--- src/rtl/pc_fetch_ctrl_pkg.sv ---
// Shared types for the IF-stage fetch controller: the fetch state encoding
// and the PC increment between sequential instructions.
package pc_fetch_ctrl_pkg;

    typedef enum logic [2:0] {
        FETCH_BOOT = 3'd0,
        FETCH_REQ  = 3'd1,
        FETCH_WAIT = 3'd2,
        FETCH_DROP = 3'd3,
        FETCH_HOLD = 3'd4
    } fetch_state_e;

    localparam int unsigned PC_STEP = 32'd4;

endpackage

--- src/rtl/pc_fetch_ctrl_if.sv ---
// Instruction-fetch bus: single request/accept handshake plus a response beat.
interface pc_fetch_ctrl_if #(
    parameter int XLEN = 32
);
    logic            ifetch_req;
    logic [XLEN-1:0] ifetch_addr;
    logic            ifetch_ready;
    logic            ifetch_rvalid;
    logic [31:0]     ifetch_rdata;

    modport master (
        output ifetch_req,
        output ifetch_addr,
        input  ifetch_ready,
        input  ifetch_rvalid,
        input  ifetch_rdata
    );

    modport slave (
        input  ifetch_req,
        input  ifetch_addr,
        output ifetch_ready,
        output ifetch_rvalid,
        output ifetch_rdata
    );
endinterface

--- src/rtl/pc_redirect_mux.sv ---
// Fixed-priority redirect select (trap > mret > branch > jump); the chosen
// target is forced to a word boundary.
module pc_redirect_mux #(
    parameter int XLEN = 32
) (
    input  logic            trap_valid_i,
    input  logic [XLEN-1:0] trap_pc_i,
    input  logic            mret_valid_i,
    input  logic [XLEN-1:0] mret_pc_i,
    input  logic            branch_valid_i,
    input  logic [XLEN-1:0] branch_pc_i,
    input  logic            jump_valid_i,
    input  logic [XLEN-1:0] jump_pc_i,
    output logic            redirect_o,
    output logic [XLEN-1:0] target_o
);
    logic [XLEN-1:0] sel_pc;

    // Priority select of the raw target address
    always_comb begin
        sel_pc = {XLEN{1'b0}};
        if (trap_valid_i) begin
            sel_pc = trap_pc_i;
        end else if (mret_valid_i) begin
            sel_pc = mret_pc_i;
        end else if (branch_valid_i) begin
            sel_pc = branch_pc_i;
        end else if (jump_valid_i) begin
            sel_pc = jump_pc_i;
        end else begin
            sel_pc = {XLEN{1'b0}};
        end
    end

    assign redirect_o = trap_valid_i | mret_valid_i | branch_valid_i | jump_valid_i;
    assign target_o   = {sel_pc[XLEN-1:2], 2'b00};
endmodule

--- src/rtl/pc_fetch_ctrl.sv ---
// IF-stage controller: issues one fetch at a time, squashes responses made
// stale by a redirect, and holds the returned instruction until IF/ID takes it.
module pc_fetch_ctrl
    import pc_fetch_ctrl_pkg::*;
#(
    parameter int              XLEN    = 32,
    parameter logic [XLEN-1:0] BOOT_PC = 32'h0000_0000
) (
    input  logic                 clk,
    input  logic                 rst_n,
    pc_fetch_ctrl_if.master      bus,
    input  logic                 if2id_stall_i,
    input  logic                 trap_valid_i,
    input  logic [XLEN-1:0]      trap_pc_i,
    input  logic                 mret_valid_i,
    input  logic [XLEN-1:0]      mret_pc_i,
    input  logic                 branch_valid_i,
    input  logic [XLEN-1:0]      branch_pc_i,
    input  logic                 jump_valid_i,
    input  logic [XLEN-1:0]      jump_pc_i,
    output logic                 if_inst_valid_o,
    output logic [31:0]          if_inst_o,
    output logic [XLEN-1:0]      if_pc_o
);
    fetch_state_e    state_q, state_d;
    logic [XLEN-1:0] pc_q, pc_d;
    logic            inst_valid_q, inst_valid_d;
    logic [31:0]     inst_q, inst_d;
    logic [XLEN-1:0] inst_pc_q, inst_pc_d;
    logic            redirect;
    logic [XLEN-1:0] target;

    pc_redirect_mux #(.XLEN(XLEN)) u_redirect_mux (
        .trap_valid_i   (trap_valid_i),
        .trap_pc_i      (trap_pc_i),
        .mret_valid_i   (mret_valid_i),
        .mret_pc_i      (mret_pc_i),
        .branch_valid_i (branch_valid_i),
        .branch_pc_i    (branch_pc_i),
        .jump_valid_i   (jump_valid_i),
        .jump_pc_i      (jump_pc_i),
        .redirect_o     (redirect),
        .target_o       (target)
    );

    // Next-state and datapath updates of the fetch sequencer
    always_comb begin
        state_d      = state_q;
        pc_d         = pc_q;
        inst_valid_d = inst_valid_q;
        inst_d       = inst_q;
        inst_pc_d    = inst_pc_q;
        case (state_q)
            FETCH_BOOT: begin
                state_d = FETCH_REQ;
                if (redirect) pc_d = target;
                else          pc_d = pc_q;
            end
            FETCH_REQ: begin
                // The bus only latches the address on ready, so an unaccepted
                // request can simply retarget; an accepted one must be drained.
                if (redirect) begin
                    pc_d = target;
                    if (bus.ifetch_ready) state_d = FETCH_DROP;
                    else                  state_d = FETCH_REQ;
                end else if (bus.ifetch_ready) begin
                    state_d = FETCH_WAIT;
                end else begin
                    state_d = FETCH_REQ;
                end
            end
            FETCH_WAIT: begin
                if (redirect) begin
                    pc_d = target;
                    if (bus.ifetch_rvalid) state_d = FETCH_REQ;
                    else                   state_d = FETCH_DROP;
                end else if (bus.ifetch_rvalid) begin
                    inst_d       = bus.ifetch_rdata;
                    inst_pc_d    = pc_q;
                    inst_valid_d = 1'b1;
                    state_d      = FETCH_HOLD;
                end else begin
                    state_d = FETCH_WAIT;
                end
            end
            FETCH_DROP: begin
                if (redirect) pc_d = target;
                else          pc_d = pc_q;
                if (bus.ifetch_rvalid) state_d = FETCH_REQ;
                else                   state_d = FETCH_DROP;
            end
            FETCH_HOLD: begin
                if (redirect) begin
                    inst_valid_d = 1'b0;
                    pc_d         = target;
                    state_d      = FETCH_REQ;
                end else if (!if2id_stall_i) begin
                    inst_valid_d = 1'b0;
                    pc_d         = pc_q + XLEN'(PC_STEP);
                    state_d      = FETCH_REQ;
                end else begin
                    state_d = FETCH_HOLD;
                end
            end
            default: begin
                state_d      = FETCH_BOOT;
                pc_d         = BOOT_PC;
                inst_valid_d = 1'b0;
            end
        endcase
    end

    // State and datapath registers
    always_ff @(posedge clk or negedge rst_n) begin
        if (!rst_n) begin
            state_q      <= FETCH_BOOT;
            pc_q         <= BOOT_PC;
            inst_valid_q <= 1'b0;
            inst_q       <= 32'h0000_0000;
            inst_pc_q    <= BOOT_PC;
        end else begin
            state_q      <= state_d;
            pc_q         <= pc_d;
            inst_valid_q <= inst_valid_d;
            inst_q       <= inst_d;
            inst_pc_q    <= inst_pc_d;
        end
    end

    assign bus.ifetch_req   = (state_q == FETCH_REQ);
    assign bus.ifetch_addr  = pc_q;
    assign if_inst_valid_o  = inst_valid_q;
    assign if_inst_o        = inst_q;
    assign if_pc_o          = inst_pc_q;
endmodule
--- src/flat_wrapper.sv ---
// flat-port wrapper written by rule: the top's interface ports become plain ports
module pc_fetch_ctrl_flat import pc_fetch_ctrl_pkg::*;
#(
    parameter int              XLEN    = 32,
    parameter logic [XLEN-1:0] BOOT_PC = 32'h0000_0000
)
  (clk, rst_n, if2id_stall_i, trap_valid_i, trap_pc_i, mret_valid_i, mret_pc_i, branch_valid_i, branch_pc_i, jump_valid_i, jump_pc_i, if_inst_valid_o, if_inst_o, if_pc_o, bus_ifetch_req, bus_ifetch_addr, bus_ifetch_ready, bus_ifetch_rvalid, bus_ifetch_rdata);
  pc_fetch_ctrl_if #(.XLEN(XLEN)) bus_i ();
  input  logic clk;
  input  logic rst_n;
  input  logic if2id_stall_i;
  input  logic trap_valid_i;
  input  logic [XLEN-1:0] trap_pc_i;
  input  logic mret_valid_i;
  input  logic [XLEN-1:0] mret_pc_i;
  input  logic branch_valid_i;
  input  logic [XLEN-1:0] branch_pc_i;
  input  logic jump_valid_i;
  input  logic [XLEN-1:0] jump_pc_i;
  output logic if_inst_valid_o;
  output logic [31:0] if_inst_o;
  output logic [XLEN-1:0] if_pc_o;
  output wire logic [$bits(bus_i.ifetch_req)-1:0] bus_ifetch_req;
  output wire logic [$bits(bus_i.ifetch_addr)-1:0] bus_ifetch_addr;
  input wire logic [$bits(bus_i.ifetch_ready)-1:0] bus_ifetch_ready;
  input wire logic [$bits(bus_i.ifetch_rvalid)-1:0] bus_ifetch_rvalid;
  input wire logic [$bits(bus_i.ifetch_rdata)-1:0] bus_ifetch_rdata;
  assign bus_ifetch_req = bus_i.ifetch_req;
  assign bus_ifetch_addr = bus_i.ifetch_addr;
  assign bus_i.ifetch_ready = bus_ifetch_ready;
  assign bus_i.ifetch_rvalid = bus_ifetch_rvalid;
  assign bus_i.ifetch_rdata = bus_ifetch_rdata;
  pc_fetch_ctrl #(.XLEN(XLEN), .BOOT_PC(BOOT_PC)) u_core (.clk(clk), .rst_n(rst_n), .bus(bus_i), .if2id_stall_i(if2id_stall_i), .trap_valid_i(trap_valid_i), .trap_pc_i(trap_pc_i), .mret_valid_i(mret_valid_i), .mret_pc_i(mret_pc_i), .branch_valid_i(branch_valid_i), .branch_pc_i(branch_pc_i), .jump_valid_i(jump_valid_i), .jump_pc_i(jump_pc_i), .if_inst_valid_o(if_inst_valid_o), .if_inst_o(if_inst_o), .if_pc_o(if_pc_o));
endmodule
--- config.mk ---
export PLATFORM = sky130hd
export DESIGN_NAME = pc_fetch_ctrl_flat
export DESIGN_NICKNAME = d
export VERILOG_FILES = /design/src/rtl/pc_fetch_ctrl_pkg.sv /design/src/rtl/pc_fetch_ctrl_if.sv /design/src/rtl/pc_redirect_mux.sv /design/src/rtl/pc_fetch_ctrl.sv /design/src/flat_wrapper.sv
export SDC_FILE = /design/constraint.sdc
export NUM_CORES = 1
export LEC_CHECK = 0
export BUFFER_PORTS_ARGS = -buffer_cell sky130_fd_sc_hd__buf_2
export CORE_ASPECT_RATIO = 0.75
export CORE_UTILIZATION = 43
export DETAILED_ROUTE_END_ITERATION = 12
export PLACE_DENSITY = 0.87
export SYNTH_ARGS = -nofsm -noshare
export SYNTH_HDL_FRONTEND = slang
export SYNTH_SLANG_ARGS = --single-unit
--- constraint.sdc ---
create_clock -name clk -period 1.9 [get_ports clk]
set_input_delay 0.38 -clock clk [delete_from_list [all_inputs] [get_ports clk]]
set_output_delay 0.38 -clock clk [all_outputs]
set_load 0.005 [all_outputs]
==> results.rst, run 1 <==
.. list-table::
   :header-rows: 1

   * - Metric
     - Value
   * - Final hold vios
     - 0
   * - Routability Congestion
     - slightly above 0.9
   * - Clock-pin slew on the worst setup and hold paths
     - ~70 ps
   * - Remaining global-route overflow
     - 0
   * - Total Die Area
     - 13600 um^2
   * - Final slew viol count
     - 0
   * - Critical path arrival
     - about 2100 ps
   * - Starting utilization of the core area
     - 45.1%
   * - TritonCTS clock tree
     - done
   * - Vias in the first global route
     - 5834
   * - Final setup violation count
     - 25
   * - Number of buffers inserted by port buffering
     - 254
   * - Detail Placement HPWL
     - 14.7 mm
   * - CTS H-tree lvls
     - 3
   * - Startpoint of the most critical register-to-register path
     - u_core.bus.ifetch_addr[3]
   * - Total number of clock tree sinks
     - 96
   * - Synthesized-area fraction occupied by ao, oa, aoi and oai cells
     - 17.9%
   * - Row cnt
     - 35
   * - Antenna violations before repair
     - 0
   * - Chip Width
     - 134 um
   * - Area of the core
     - 12500 um^2
   * - Fraction of the yosys area taken by sequential cells
     - 42.5%
   * - Worst reg-to-reg path cell count
     - 6
   * - Syn. warnings
     - 0
   * - Critical Path Start Type
     - input pin
   * - Layout overhead on the synthesized area
     - 45.8%
   * - Cell area after technology mapping
     - roughly 5700 um^2
   * - Unrepaired setup endpoints after global routing
     - true
   * - Antenna viol nets, final
     - 0
   * - Layout cells sized above 1
     - between 40% and 50%
   * - Die height
     - 101 um
   * - Worst setup path start
     - mret_valid_i
   * - Via total after detailed routing
     - 6049
   * - Setup TNS
     - -271 ps
   * - Routed Wire Length
     - 19.8 mm
   * - Root cell of the clock tree
     - clkbuf_16
   * - Kind of cell adding the most delay to the critical path
     - simple AND/OR/NAND/NOR gates
   * - Delay of the slowest critical-path stage
     - 550 ps
   * - Most common cell in the synthesized netlist
     - dfrtp_1
   * - Filler instances
     - 1010
   * - Area taken by flip-flops and latches
     - 2400 um^2
   * - Crit-path slowest cell
     - or4_4
   * - Leading cell types by total area after synthesis
     - dfrtp_1 43%, mux2_1 12%, a21oi_1 3.2%
   * - Crit path capture type
     - flip-flop
   * - Buffer depth of the longest clock path
     - 2
   * - FFs w/ async S/R, synth
     - 100%
   * - Worst reg-to-reg setup slack
     - -10 ps
   * - Number of flops mapped to enable cells by yosys
     - 0
   * - Cells after DPL
     - 1021
   * - Number of placed I/O pins
     - approximately 270
   * - Pin count of the biggest net entering global routing
     - 41
   * - Antenna cells
     - 0
   * - Yosys reg bits
     - 96
   * - Cell taking the most area after synthesis
     - dfrtp_1
   * - Xor-xnor portion of the synthesized cell area
     - between 2 and 2.5%
   * - Number of remaining DRC errors
     - 0
   * - Critical register-to-register path endpoint
     - u_core.bus.ifetch_addr[22]
   * - Maximum clock frequency
     - 0.521 GHz
   * - Final setup skew
     - 9.98 ps
   * - Number of detailed-route iterations in the first pass
     - 5
   * - Post-synthesis simple-gate area fraction
     - 15.7%
   * - Crit share post-route
     - 101%
   * - Instance count of the mapped netlist
     - 567
   * - Static leakage
     - 4.15 nW
   * - Post-synthesis adder-cell area fraction
     - 0.221%
   * - Critical path peak fanout
     - 9
   * - Ranking of synthesized cells by instance count
     - 96 x dfrtp_1, 60 x mux2_1, 36 x a21oi_1, 35 x clkbuf_1, 26 x nand2_1
   * - Final core area utilization
     - 65.8%
   * - Mux cell area share after synthesis
     - 15.9%
   * - PnR worst setup slack
     - -19.2 ps
   * - Vias per cell
     - 5.78
   * - Result of the run
     - complete, but fails checks
   * - Area share of the leading cell type in the synthesized netlist
     - 42.5%
   * - Failing checks
     - negative setup slack
   * - Buffers & Inverters on Critical Path
     - 2
   * - Worst path cell trace
     - buf_6, or4_4, nor3b_4, nand2_2, nor2_8, bufbuf_16, mux2_1
   * - Clock insertion delay at the later pin of the skew report
     - 340 ps
   * - Total Routing Usage GR
     - around 28%
   * - Drt wl/cell
     - ~19 um
   * - Place WS
     - -431 ps
   * - Type of the most critical hold path
     - in -> async
   * - Tightest slew margin relative to the limit
     - 62.9%
   * - Mean cell area of the mapped netlist
     - 9.97 um^2
   * - Max-cap violations
     - 0
   * - Critical setup path kind
     - in -> reg
   * - Worst Max-Slew Pin Slew
     - around 560 ps
   * - Count of unique library cells instantiated by Yosys
     - 60
   * - Num CTS Buffers
     - 9
   * - Largest family of logic cells by synthesized area
     - compound AO/OA/AOI/OAI gates
   * - Clock period minus final worst setup slack
     - roughly 1900 ps
   * - Most frequently used flop master after synthesis
     - dfrtp_1
   * - DRT iter0 DRCs
     - 590
   * - Peak supply drop
     - 0.463 mV
   * - Data required time of the critical path
     - around 2100 ps
   * - Global-route wire length before repair
     - 29.6 mm
   * - PD cells
     - 603 nW/um^2
   * - # nets final
     - 1045
   * - Area used by multi-input combinational logic
     - 3180 um^2
   * - Number of standard cells in the final layout excluding fillers
     - 1046
[worst register-to-register path: stages (launching register included)]
cell and delay, ps:
dfrtp_1 410, ha_2 200, and3_4 190, nand4_1 210, or4_1 560, nand3_1 100
a32o_2 170
[routing by layer]
layer  vias to the layer above  track usage (%)  wire length [um]
li1                       2736                -                 -
met1                      2859             36.7              8070
met2                       381             46.4              9190
met3                        73             6.71              2030
met4                         0             9.08               555
met5                         -                0                 0
[flip-flops by register name (all words and copies together) (netlist names)]
| name | flops |
|---|---|
| u_core.if_inst_o | 32 |
| u_core.state_q | 3 |
| u_core.if_pc_o | 30 |
| u_core.bus.ifetch_addr | 30 |
| u_core.if_inst_valid_o | 1 |
[cell families after synthesis]
logic type	count (synthesis)
multiplexers	81
adder cells (fa/ha/maj)	1
AND/OR/NAND/NOR	155
AO/OA/AOI/OAI	153
buffers and inverters	65
other	1
XOR/XNOR	15
flip-flops	96
[timing repair]
| action | 4_1_cts | 5_1_grt |
|---|---|---|
| gates resized for setup | 8 | 65 |
| pin swaps | 2 | 5 |
| setup buffers | 5 | 2 |
| setup endpoints to repair | 65 | 74 |
| gates cloned | 1 | 1 |
| hold buffers | 0 | 0 |
[placed cells by master, fill, tap and decap left out, drive strengths merged, types with 3 or more instances in the layout]
master / count
a211oi: 13
a21oi: 36
a31o: 3
a31oi: 4
and2: 6
and3: 9
and4: 10
buf: 344
clkbuf: 11
clkinvlp: 3
conb: 4
dfrtp: 96
inv: 14
mux2: 69
mux2i: 12
nand2: 27
nand2b: 7
nand3: 12
nand4: 21
nor2: 23
nor2b: 14
nor3: 6
nor3b: 7
nor4: 4
o211ai: 8
o21a: 3
o21ai: 25
o221ai: 4
o22a: 7
o22ai: 23
o31ai: 8
or2: 4
xnor2: 8
xor2: 7
[cell type report]
class / count / area share [%]
timing repair buffer: 346 / 25.7
sequential: 96 / 29.2
tap: 166 / 2.52
clock buffer: 10 / 2.78
multi-input combinational: 409 / 38.6
clock inverter: 6 / 0.623
inverter: 13 / 0.592
[power breakdown]
group	internal [mW]	total, mW	switching, mW
combinational	0.512	1.05	0.534
sequential	2.13	2.20	0.0770
clock	0.905	1.72	0.810
[worst max path at each step]
stage	endpoint	slack [ps]	depth (start not counted)
6_report	u_core.if_pc_o[4]	-20	7
5_1_grt	u_core.bus.ifetch_addr[22]	-80	6
4_1_cts	u_core.if_inst_o[12]	-10	8
3_5_place_dp	u_core.if_pc_o[24]	-430	7
3_3_place_gp	u_core.if_pc_o[23]	-400	7
2_1_floorplan	u_core.if_pc_o[15]	-380	8
[metrics by stage]
| step | instance area [um^2] | total power, mW | hold WS (ps) |
|---|---|---|---|
| floorplan | 5690 | 2.66 | 84.4 |
| global placement | 7560 | 3.20 | 399 |
| detailed placement | 7560 | 3.23 | 413 |
| CTS | 7960 | 4.96 | 46.3 |
| global route | 8240 | 5.19 | 54.5 |
| finish | 8240 | 4.97 | 21.2 |
(Power assumes the default switching activity.)
==> run 2, diff against run 1 <==
Settings changed: CORE_ASPECT_RATIO 0.75 to not set.
==> results.rst, run 2 (synthesized netlist as in run 1, its figures left out) <==
.. list-table::
   :header-rows: 1

   * - Metric
     - Value
   * - Highest Signal Layer
     - met4
   * - Amount of wire on met2 after detailed routing
     - 9.61 mm (+4.5%)
   * - Number of logic stages on the critical path including buffering
     - 7 (unchanged)
   * - Final setup violation count
     - 26 (+4.0%)
   * - Area of the core
     - 12700 um^2 (+1.6%)
   * - Global-route wire length before repair
     - 27.3 mm (-7.8%)
   * - Crit-path slowest cell
     - or4_4
   * - Total number of clock tree sinks
     - 96 (unchanged)
   * - Antenna violations before repair
     - 2 (+2)
   * - Pin count of the biggest net entering global routing
     - 97 (+140%)
   * - Critical path arrival
     - 2220 ps (+80 ps)
   * - Result of the run
     - complete, but fails checks
   * - Most common cell after layout, fill and taps aside
     - buf_2
   * - Total Die Area
     - 13600 um^2 (about the same)
   * - Unrepaired setup endpoints after global routing
     - true
   * - Placement Cell Area
     - 7510 um^2 (-0.73%)
   * - Peak supply drop
     - 0.415 mV (-10%)
   * - Met1 wire length
     - 7.99 mm (-0.93%)
   * - Buffer depth of the longest clock path
     - 2 (unchanged)
   * - # nets final
     - 1038 (-0.67%)
   * - Tightest slew margin relative to the limit
     - 65.8% (+2.9 points)
   * - Via total after detailed routing
     - 5982 (-1.1%)
   * - Number of remaining DRC errors
     - 0 (unchanged)
   * - Static leakage
     - 4.13 nW (-0.38%)
   * - Remaining global-route overflow
     - 0 (unchanged)
   * - Number of buffers inserted by port buffering
     - 254 (unchanged)
   * - Vias in the first global route
     - 5363 (-8.1%)
   * - Row cnt
     - 41 (+17%)
   * - PnR worst setup slack
     - -38.7 ps (-19.5 ps)
   * - Maximum clock frequency
     - 0.516 GHz (-1.0%)
   * - Vias per cell
     - 5.71 (-1.2%)
   * - Worst reg-to-reg path cell count
     - 7 (+1)
   * - Routed Wire Length
     - 19.6 mm (-1.3%)
   * - Critical path peak fanout
     - 4 (-5)
   * - Max-cap violations
     - 0 (unchanged)
   * - Critical Path Start Type
     - flip-flop
   * - Crit share post-route
     - 102% (+1.0 points)
   * - Starting utilization of the core area
     - 44.4% (-0.70 points)
   * - Detail Placement HPWL
     - 14.1 mm (-4.4%)
   * - TritonCTS clock tree
     - done
   * - Buffers & Inverters on Critical Path
     - 1 (-1)
   * - Clock period minus final worst setup slack
     - 1940 ps (+19.5 ps)
   * - Worst path cell trace
     - ha_2, and3_4, nand4_1, buf_4, or4_4, nand3_2, a32o_1
   * - PD cells
     - 613 nW/um^2 (+1.7%)
   * - Root cell of the clock tree
     - clkbuf_16
   * - Total Routing Usage GR
     - 26.6% (-1.5 points)
   * - Layout overhead on the synthesized area
     - 45.6%
   * - Data required time of the critical path
     - 2180 ps (+60 ps)
   * - Type of the most critical hold path
     - in -> async
   * - Chip Width
     - 117 um (-13%)
   * - Layout cells sized above 1
     - 49.0% (-0.75 points)
   * - Antenna viol nets, final
     - 0 (unchanged)
   * - Critical setup path kind
     - reg -> reg
   * - Number of placed I/O pins
     - 267 (unchanged)
   * - Highest-count cells in the layout ignoring fill and taps
     - 251 x buf_2, 96 x dfrtp_1, 74 x buf_4, 42 x mux2_4, 36 x a21oi_1
   * - Failing checks
     - negative setup slack
   * - Cell area after layout
     - 8230 um^2 (-0.11%)
   * - Die height
     - 117 um (+15%)
   * - Num CTS Buffers
     - 9 (unchanged)
   * - Routability Congestion
     - 0.920 (-1.7%)
   * - Delay of the slowest critical-path stage
     - 490 ps (-60 ps)
   * - Worst Max-Slew Pin Slew
     - 513 ps (-42.9 ps)
   * - DRT iter0 DRCs
     - 746 (+26%)
   * - Met3 routed wirelength
     - 1.40 mm (-31%)
   * - Clock-pin slew on the worst setup and hold paths
     - 70 ps (about the same)
   * - Clock insertion delay at the later pin of the skew report
     - 340 ps (about the same)
   * - Final setup skew
     - 9.18 ps (-0.802 ps)
   * - Drt wl/cell
     - 18.7 um (-1.4%)
   * - Number of detailed-route iterations in the first pass
     - 5 (unchanged)
   * - Final slew viol count
     - 0 (unchanged)
   * - Kind of cell adding the most delay to the critical path
     - simple AND/OR/NAND/NOR gates
   * - Crit path capture type
     - flip-flop
   * - Flip-flop count of the largest register, all copies and words added
     - 32 (unchanged)
   * - Final core area utilization
     - 64.7% (-1.1 points)
   * - # hold bufs at CTS
     - 0 (unchanged)
   * - CTS H-tree lvls
     - 3 (unchanged)
   * - Final hold vios
     - 0 (unchanged)
   * - Setup TNS
     - -425 ps (-154 ps)
==> run 2: changes by cell type in the layout (fill, tap and decap cells not counted), moves of 2 or more <==
cell	change
diode_2	+2
buf_8	-2
buf_6	-2
mux2_4	-3
clkbuf_16	+3
and4_1	+3
and4_2	-3
buf_4	-6
mux2_1	+3
clkinv_2	+2
==> run 2: per-stage QoR <==
| stage | hold slack [ps] | setup slack, ps | cells | power (mW) |
|---|---|---|---|---|
| floorplan | 84.4 | -375 | 570 | 2.66 |
| global placement | 461 | -359 | 1017 | 3.18 |
| detailed placement | 469 | -408 | 1017 | 3.21 |
| CTS | 114 | -46.3 | 1034 | 5.04 |
| global route | 129 | -99.3 | 1047 | 5.26 |
| finish | 99.8 | -38.7 | 1047 | 5.04 |
==> run 2: worst register-to-register path: stages (launching register included) <==
cell and delay, ps:
dfrtp_1 390, ha_2 190, and3_4 190, nand4_1 150
buf_4 200, or4_4 490, nand3_2 90, a32o_1 170
==> run 2: area by class of cell <==
type	count	area, um^2
flip-flops and latches	96	2400
multi-input cells	409	3180
fillers	1041	4490
inverters	13	48.8
repair buffers	339	2080
well taps	172	215
diodes	2	5.00
clock inverters	7	71.3
clock buffers	9	225
==> run 2: per-layer routing <==
layer  vias to the layer above  GRT usage (%)
met1                      2856           33.2
met5                         -              0
met2                       360           44.5
met4                         0           13.4
li1                       2717              -
met3                        49           4.51
==> run 2: timing repair <==
action,4_1_cts,5_1_grt
pin swaps,2,10
gates cloned,0,6
resized for setup,1,59
setup buffers,1,5
endpoints found under the setup margin,46,70
==> run 2: worst paths after layout <==
check                                             end                 startpoint  slack [ps]
max reg2reg                u_core.bus.ifetch_addr[22]  u_core.bus.ifetch_addr[3]         -40
min                              u_core.if_inst_o[15]                      rst_n         100
max                        u_core.bus.ifetch_addr[22]  u_core.bus.ifetch_addr[3]         -40
max in group asynchronous        u_core.if_inst_o[26]                      rst_n        1420
min reg2reg                        u_core.if_pc_o[12]         u_core.if_pc_o[12]         480
min in group clk                 u_core.if_inst_o[26]       bus_ifetch_rdata[26]         260
==> run 2: power by group <==
group / switching (mW) / total, mW / internal, mW / leakage, nW
Sequential: 0.0728 / 2.20 / 2.13 / 1.25
Clock: 0.797 / 1.82 / 1.02 / 0.138
Combinational: 0.527 / 1.03 / 0.499 / 2.74
